### src/rtl/mesh_pkg.sv
// Shared constants, types and helpers for the mesh router local-port logic.
package mesh_pkg;

  localparam int unsigned PACKET_SIZE = 32;

  typedef enum logic [1:0] {IDLE, SEND, GAP} sched_state_t;

  // Bits needed to hold a credit count in the range 0..depth inclusive.
  function automatic int unsigned credit_width(input int unsigned depth);
    return $clog2(depth + 1);
  endfunction

endpackage

### src/rtl/rr_arbiter.sv
// Combinational round-robin arbiter: the first asserted request at or after ptr wins.
module rr_arbiter #(
  parameter int unsigned NUM_SRC = 4,
  localparam int unsigned IDX_W = $clog2(NUM_SRC)
) (
  input  logic [NUM_SRC-1:0] req,
  input  logic [IDX_W-1:0]   ptr,
  output logic               any_req,
  output logic [IDX_W-1:0]   winner
);

  int unsigned idx;

  always_comb begin
    any_req = 1'b0;
    winner  = '0;
    idx     = 0;
    for (int unsigned i = 0; i < NUM_SRC; i++) begin
      idx = 32'(ptr) + i;
      if (idx >= NUM_SRC) idx = idx - NUM_SRC;
      if (!any_req && req[idx]) begin
        any_req = 1'b1;
        winner  = IDX_W'(idx);
      end
    end
  end

endmodule

### src/rtl/local_port_scheduler.sv
// Shares the router local input port among NUM_SRC sources with round-robin grants,
// credit-based flow control and an optional idle gap after every packet.
module local_port_scheduler #(
  parameter int unsigned NUM_SRC      = 4,
  parameter int unsigned PACKET_SIZE  = mesh_pkg::PACKET_SIZE,
  parameter int unsigned FIFO_DEPTH   = 8,
  parameter int unsigned CREDIT_WIDTH = mesh_pkg::credit_width(FIFO_DEPTH),
  parameter int unsigned GAP_CYCLES   = 4
) (
  input  logic                           rt_clk,
  input  logic                           rt_reset,
  input  logic [NUM_SRC-1:0]             req,
  input  logic [NUM_SRC*PACKET_SIZE-1:0] packet_in,
  output logic [NUM_SRC-1:0]             grant,
  output logic                           write_req,
  output logic [PACKET_SIZE-1:0]         spike_packet,
  input  logic                           credit_return,
  output logic [CREDIT_WIDTH-1:0]        credit_count,
  output logic                           busy,
  output logic                           credit_overflow
);

  import mesh_pkg::*;

  localparam int unsigned IDX_W = $clog2(NUM_SRC);
  localparam int unsigned GAP_W = (GAP_CYCLES > 0) ? $clog2(GAP_CYCLES + 1) : 1;

  sched_state_t     state;
  logic [IDX_W-1:0] rr_ptr;
  logic [IDX_W-1:0] win_q;
  logic [IDX_W-1:0] winner;
  logic [IDX_W-1:0] next_ptr;
  logic [GAP_W-1:0] gap_cnt;
  logic             any_req;
  logic             start;
  logic             in_send;
  logic             at_full;

  rr_arbiter #(
    .NUM_SRC (NUM_SRC)
  ) u_arb (
    .req     (req),
    .ptr     (rr_ptr),
    .any_req (any_req),
    .winner  (winner)
  );

  assign start    = (state == IDLE) && any_req && (credit_count != '0);
  assign in_send  = (state == SEND);
  assign at_full  = (credit_count == CREDIT_WIDTH'(FIFO_DEPTH));
  assign next_ptr = (win_q == IDX_W'(NUM_SRC - 1)) ? '0 : win_q + 1'b1;
  assign busy     = (state != IDLE);

  // grant/write_req/spike_packet are loaded on the IDLE->SEND edge so they are
  // valid for exactly the SEND cycle.
  always_ff @(posedge rt_clk or posedge rt_reset) begin
    if (rt_reset) begin
      state        <= IDLE;
      grant        <= '0;
      write_req    <= 1'b0;
      spike_packet <= '0;
      rr_ptr       <= '0;
      win_q        <= '0;
      gap_cnt      <= '0;
    end else begin
      unique case (state)
        IDLE: begin
          if (start) begin
            state        <= SEND;
            win_q        <= winner;
            grant        <= NUM_SRC'(1) << winner;
            write_req    <= 1'b1;
            spike_packet <= packet_in[winner*PACKET_SIZE +: PACKET_SIZE];
          end
        end
        SEND: begin
          grant     <= '0;
          write_req <= 1'b0;
          rr_ptr    <= next_ptr;
          if (GAP_CYCLES > 0) begin
            state   <= GAP;
            gap_cnt <= GAP_W'(1);
          end else begin
            state <= IDLE;
          end
        end
        GAP: begin
          if (gap_cnt == GAP_W'(GAP_CYCLES)) begin
            state   <= IDLE;
            gap_cnt <= '0;
          end else begin
            gap_cnt <= gap_cnt + 1'b1;
          end
        end
        default: state <= IDLE;
      endcase
    end
  end

  // A send and a returned credit in the same cycle cancel out.
  always_ff @(posedge rt_clk or posedge rt_reset) begin
    if (rt_reset) begin
      credit_count    <= CREDIT_WIDTH'(FIFO_DEPTH);
      credit_overflow <= 1'b0;
    end else if (in_send && !credit_return) begin
      credit_count <= credit_count - 1'b1;
    end else if (credit_return && !in_send) begin
      if (at_full) begin
        credit_overflow <= 1'b1;
      end else begin
        credit_count <= credit_count + 1'b1;
      end
    end
  end

endmodule

### config.mk
export PLATFORM = sky130hd
export DESIGN_NAME = local_port_scheduler
export DESIGN_NICKNAME = d
export VERILOG_FILES = /design/src/rtl/mesh_pkg.sv /design/src/rtl/rr_arbiter.sv /design/src/rtl/local_port_scheduler.sv
export SDC_FILE = /design/constraint.sdc
export NUM_CORES = 1
export LEC_CHECK = 0
export CORE_UTILIZATION = 30
export CTS_CLUSTER_DIAMETER = 40
export CTS_CLUSTER_SIZE = 24
export DETAILED_ROUTE_END_ITERATION = 8
export PLACE_DENSITY = 0.65
export SLEW_MARGIN = 0
export SYNTH_ARGS = -nofsm -noshare
export SYNTH_HDL_FRONTEND = slang
export SYNTH_SLANG_ARGS = --single-unit
export TNS_END_PERCENT = 20
### constraint.sdc
create_clock -name rt_clk -period 4 [get_ports rt_clk]
set_input_delay 0.8 -clock rt_clk [delete_from_list [all_inputs] [get_ports rt_clk]]
set_output_delay 0.8 -clock rt_clk [all_outputs]
set_load 0.005 [all_outputs]
==> impl_metrics.tcl <==
set metrics [dict create \
    cp_data_arrival_time_ns 2.90 \
    p_seq_share_pct 30.6 \
    p_int_mw 1.87 \
    p_comb_share_pct 59.6 \
    grt_pass1_vias 3070 \
    finalSetupTns_ns 0 \
    ctsResizeCount 0 \
    fin_ws_ns 1.30 \
    p_per_area_mw_per_mm2 649 \
    p_sw_share_pct 40.3 \
    slew_viol_final 0 \
    max-clock-path-buffers 2 \
    clock.fmax_mhz 370 \
    grt_pass1_wl_um 15300 \
    crit_type "input pin to register" \
    first_pass_iters 6 \
    seq_area_frac_synth_pct 44.0 \
    antenna_found_initial 0 \
    wl_um 9960 \
    synth.distinct_cells 38 \
    worst_ep_required_time_ns 4.19 \
    min_period_over_period_pct 67.6 \
    hold_viol 0 \
    synth-seq-cells 51 \
    crit_end "state[0]$_DFFE_PP0P_" \
    final_common_cell "clkdlybuf4s50_1" \
    initialDrtViolationCount 172 \
    cts-buffers-inserted 5 \
    rows 35 \
    r2r-end "spike_packet[30]$_DFFE_PP0P_" \
    place_area_mm2 0.00474 \
    clock_sinks 51 \
    endpoint_kind "register" \
    r2r-start "state[0]$_DFFE_PP0P_" \
    grt_util_met1_pct 23.1 \
    postCtsSetupRepairBufs 0 \
    busiest_layer "met2" \
    diodes 0 \
    relSlewSlack_pct 41.7 \
    outcome "complete, no violations" \
    track_usage_pct 19.3 \
    synth_area_mm2 0.00291 \
    ant_nets 0 \
    hpwl_um 7240 \
    drc_errors 0 \
    nNetsFinal 622 \
    clockPowerShare_pct 9.8 \
    synth_top_area_share_pct 43.0 \
    fin_util_pct 51.8 \
    syn_to_final_growth_pct 66.3 \
    start_kind "input pin" \
    ctsHoldBuffers 0 \
    start_util_pct 31.2 \
    tritoncts "yes" \
    yosysTopAreaCell "dfrtp_1" \
    clk_latency_ns 0.31 \
    worstSetupStartpoint "req[2]" \
    ios 178 \
    grt-ovfl-total 0 \
    core-area_mm2 0.00933 \
    period_minus_slack_ns 2.70 \
    final_cell_mix "clkdlybuf4s50_1, a21oi_1, dfrtp_1" \
    worst_pin_slew_ns 0.874 \
    drive_gt1_share_pct 4.42 \
    cts_max_level 2 \
    rsz0062_at_grt "no" \
    syn-num-nets 456 \
    place_ws_ns 0.964 \
    grt_use_met2_pct 35.4 \
    avgSynthCellArea_um2 9.44 \
    vias 3119 \
    skew_ns 0.0131 \
    die_w_um 100 \
    vias_per_cell 5.16 \
    port_buffers 177 \
    dieArea_mm2 0.0101 \
    path_max_fanout 39 \
    peakVddDrop_uv 629 \
    avgRoutedWirePerCell_um 16.5 \
    routabilityCongestion 0.793 \
    reg2reg_depth 5 \
    drv_cap 0 \
    grt_max_degree 41 \
    hold_class "register to register" \
    p_leak_nw 1.94 \
    clkSlewWorstSetupHoldPaths_ns 0.10 \
    postLayoutCellArea_mm2 0.00483 \
    clk_root_buffer_cell "clkbuf_8" \
    synthTopCellsByArea "dfrtp_1, a21oi_1, a222oi_1" \
    syn_inst 308 \
    totalPowerFinal_mw 3.14 \
    dieHeight_um 100 \
    yosysWarnings 0 \
    reg2reg_slack_ns 1.71 \
    switchingPower_mw 1.26 \
    finalSetupViolCount 0 \
    grt_use_met3_pct 4.53 \
]
==> logic make-up after synthesis <==
logic type | synth area share, %
simple gates | 10.4
mux | 2.88
fa+ha+maj | 5.85
buf+inv | 7.10
flops | 44.0
compound gates | 28.6
xor+xnor | 1.21
==> worst max-delay path: stages <==
cell and delay [ns]:
clkdlybuf4s50_1 0.55, or4_1 0.61, and3_4 0.37, o21ai_2 0.22, mux2_1 0.34
==> registers in the layout, indices dropped and copies added (netlist names) <==
register         cells
write_req            1
spike_packet        32
rr_ptr               2
state                2
win_q                2
gap_cnt              3
credit_count         4
grant                4
credit_overflow      1
==> stage by stage <==
step / hold slack [ns] / cells
2_1_floorplan: 0.450 / 308
3_3_place_gp: 0.444 / 596
3_5_place_dp: 0.456 / 596
4_1_cts: 0.490 / 604
5_1_grt: 0.519 / 604
6_report: 0.485 / 604
==> power groups by stage <==
stage | Clock, mW | Combinational, mW | Sequential, mW
final | 0.308 | 1.87 | 0.960
after global routing | 0.335 | 2.08 | 1.00
after CTS | 0.315 | 1.90 | 0.963
after detailed placement | 0 | 1.90 | 0.968
after global placement | 0 | 1.85 | 0.960
after floorplan | 0 | 1.11 | 0.949
==> cell type report <==
type | count | area (µm²)
Clock buffer | 5 | 68.8
Timing Repair Buffer | 183 | 1820
Inverter | 14 | 52.6
Fill cell | 885 | 4490
Clock inverter | 3 | 20.0
Sequential cell | 51 | 1280
Tap cell | 129 | 161
Multi-Input combinational cell | 219 | 1440
==> synth_stat cells <==
master    instances
o31ai_1           3
o31a_1            1
a31oi_1           2
a211oi_1          1
and3_4            1
mux2i_1           5
dfstp_2           1
nand3_1           6
o21ai_0           8
or4_1             1
a222oi_1         32
o211a_1           1
and3_1            3
buf_2             9
nand2_1          11
and2b_1           1
buf_6             7
mux2_2            1
nor2b_1           1
o21ai_2           1
nor3b_1           2
a21oi_1          69
mux2_1            2
and2_1            1
fa_1              1
o31ai_2           1
nor3_1            2
clkbuf_1          8
o21bai_1          1
xnor2_1           3
inv_1            14
xor2_1            1
a21o_1            2
ha_1             12
o21ai_1           4
nor2_1           38
nand2b_1          1
dfrtp_1          50
==> worst min-delay path by stage <==
stage,startpoint,to,slack (ns),cells past startpoint
2_1_floorplan,win_q[0]$_DFFE_PP0P_,rr_ptr[0]$_DFFE_PP0N_,0.45,1
5_1_grt,credit_overflow$_DFFE_PP0P_,credit_overflow$_DFFE_PP0P_,0.52,1
3_3_place_gp,credit_overflow$_DFFE_PP0P_,credit_overflow$_DFFE_PP0P_,0.44,1
3_5_place_dp,credit_overflow$_DFFE_PP0P_,credit_overflow$_DFFE_PP0P_,0.46,1
6_report,win_q[0]$_DFFE_PP0P_,rr_ptr[0]$_DFFE_PP0N_,0.49,1
4_1_cts,credit_overflow$_DFFE_PP0P_,credit_overflow$_DFFE_PP0P_,0.49,1
==> layer usage <==
metal,wire [µm],up-vias
li1,-,1483
met1,4150,1496
met2,4910,134
met3,847,6
met4,63,0
met5,0,-
(Power assumes the default switching activity.)
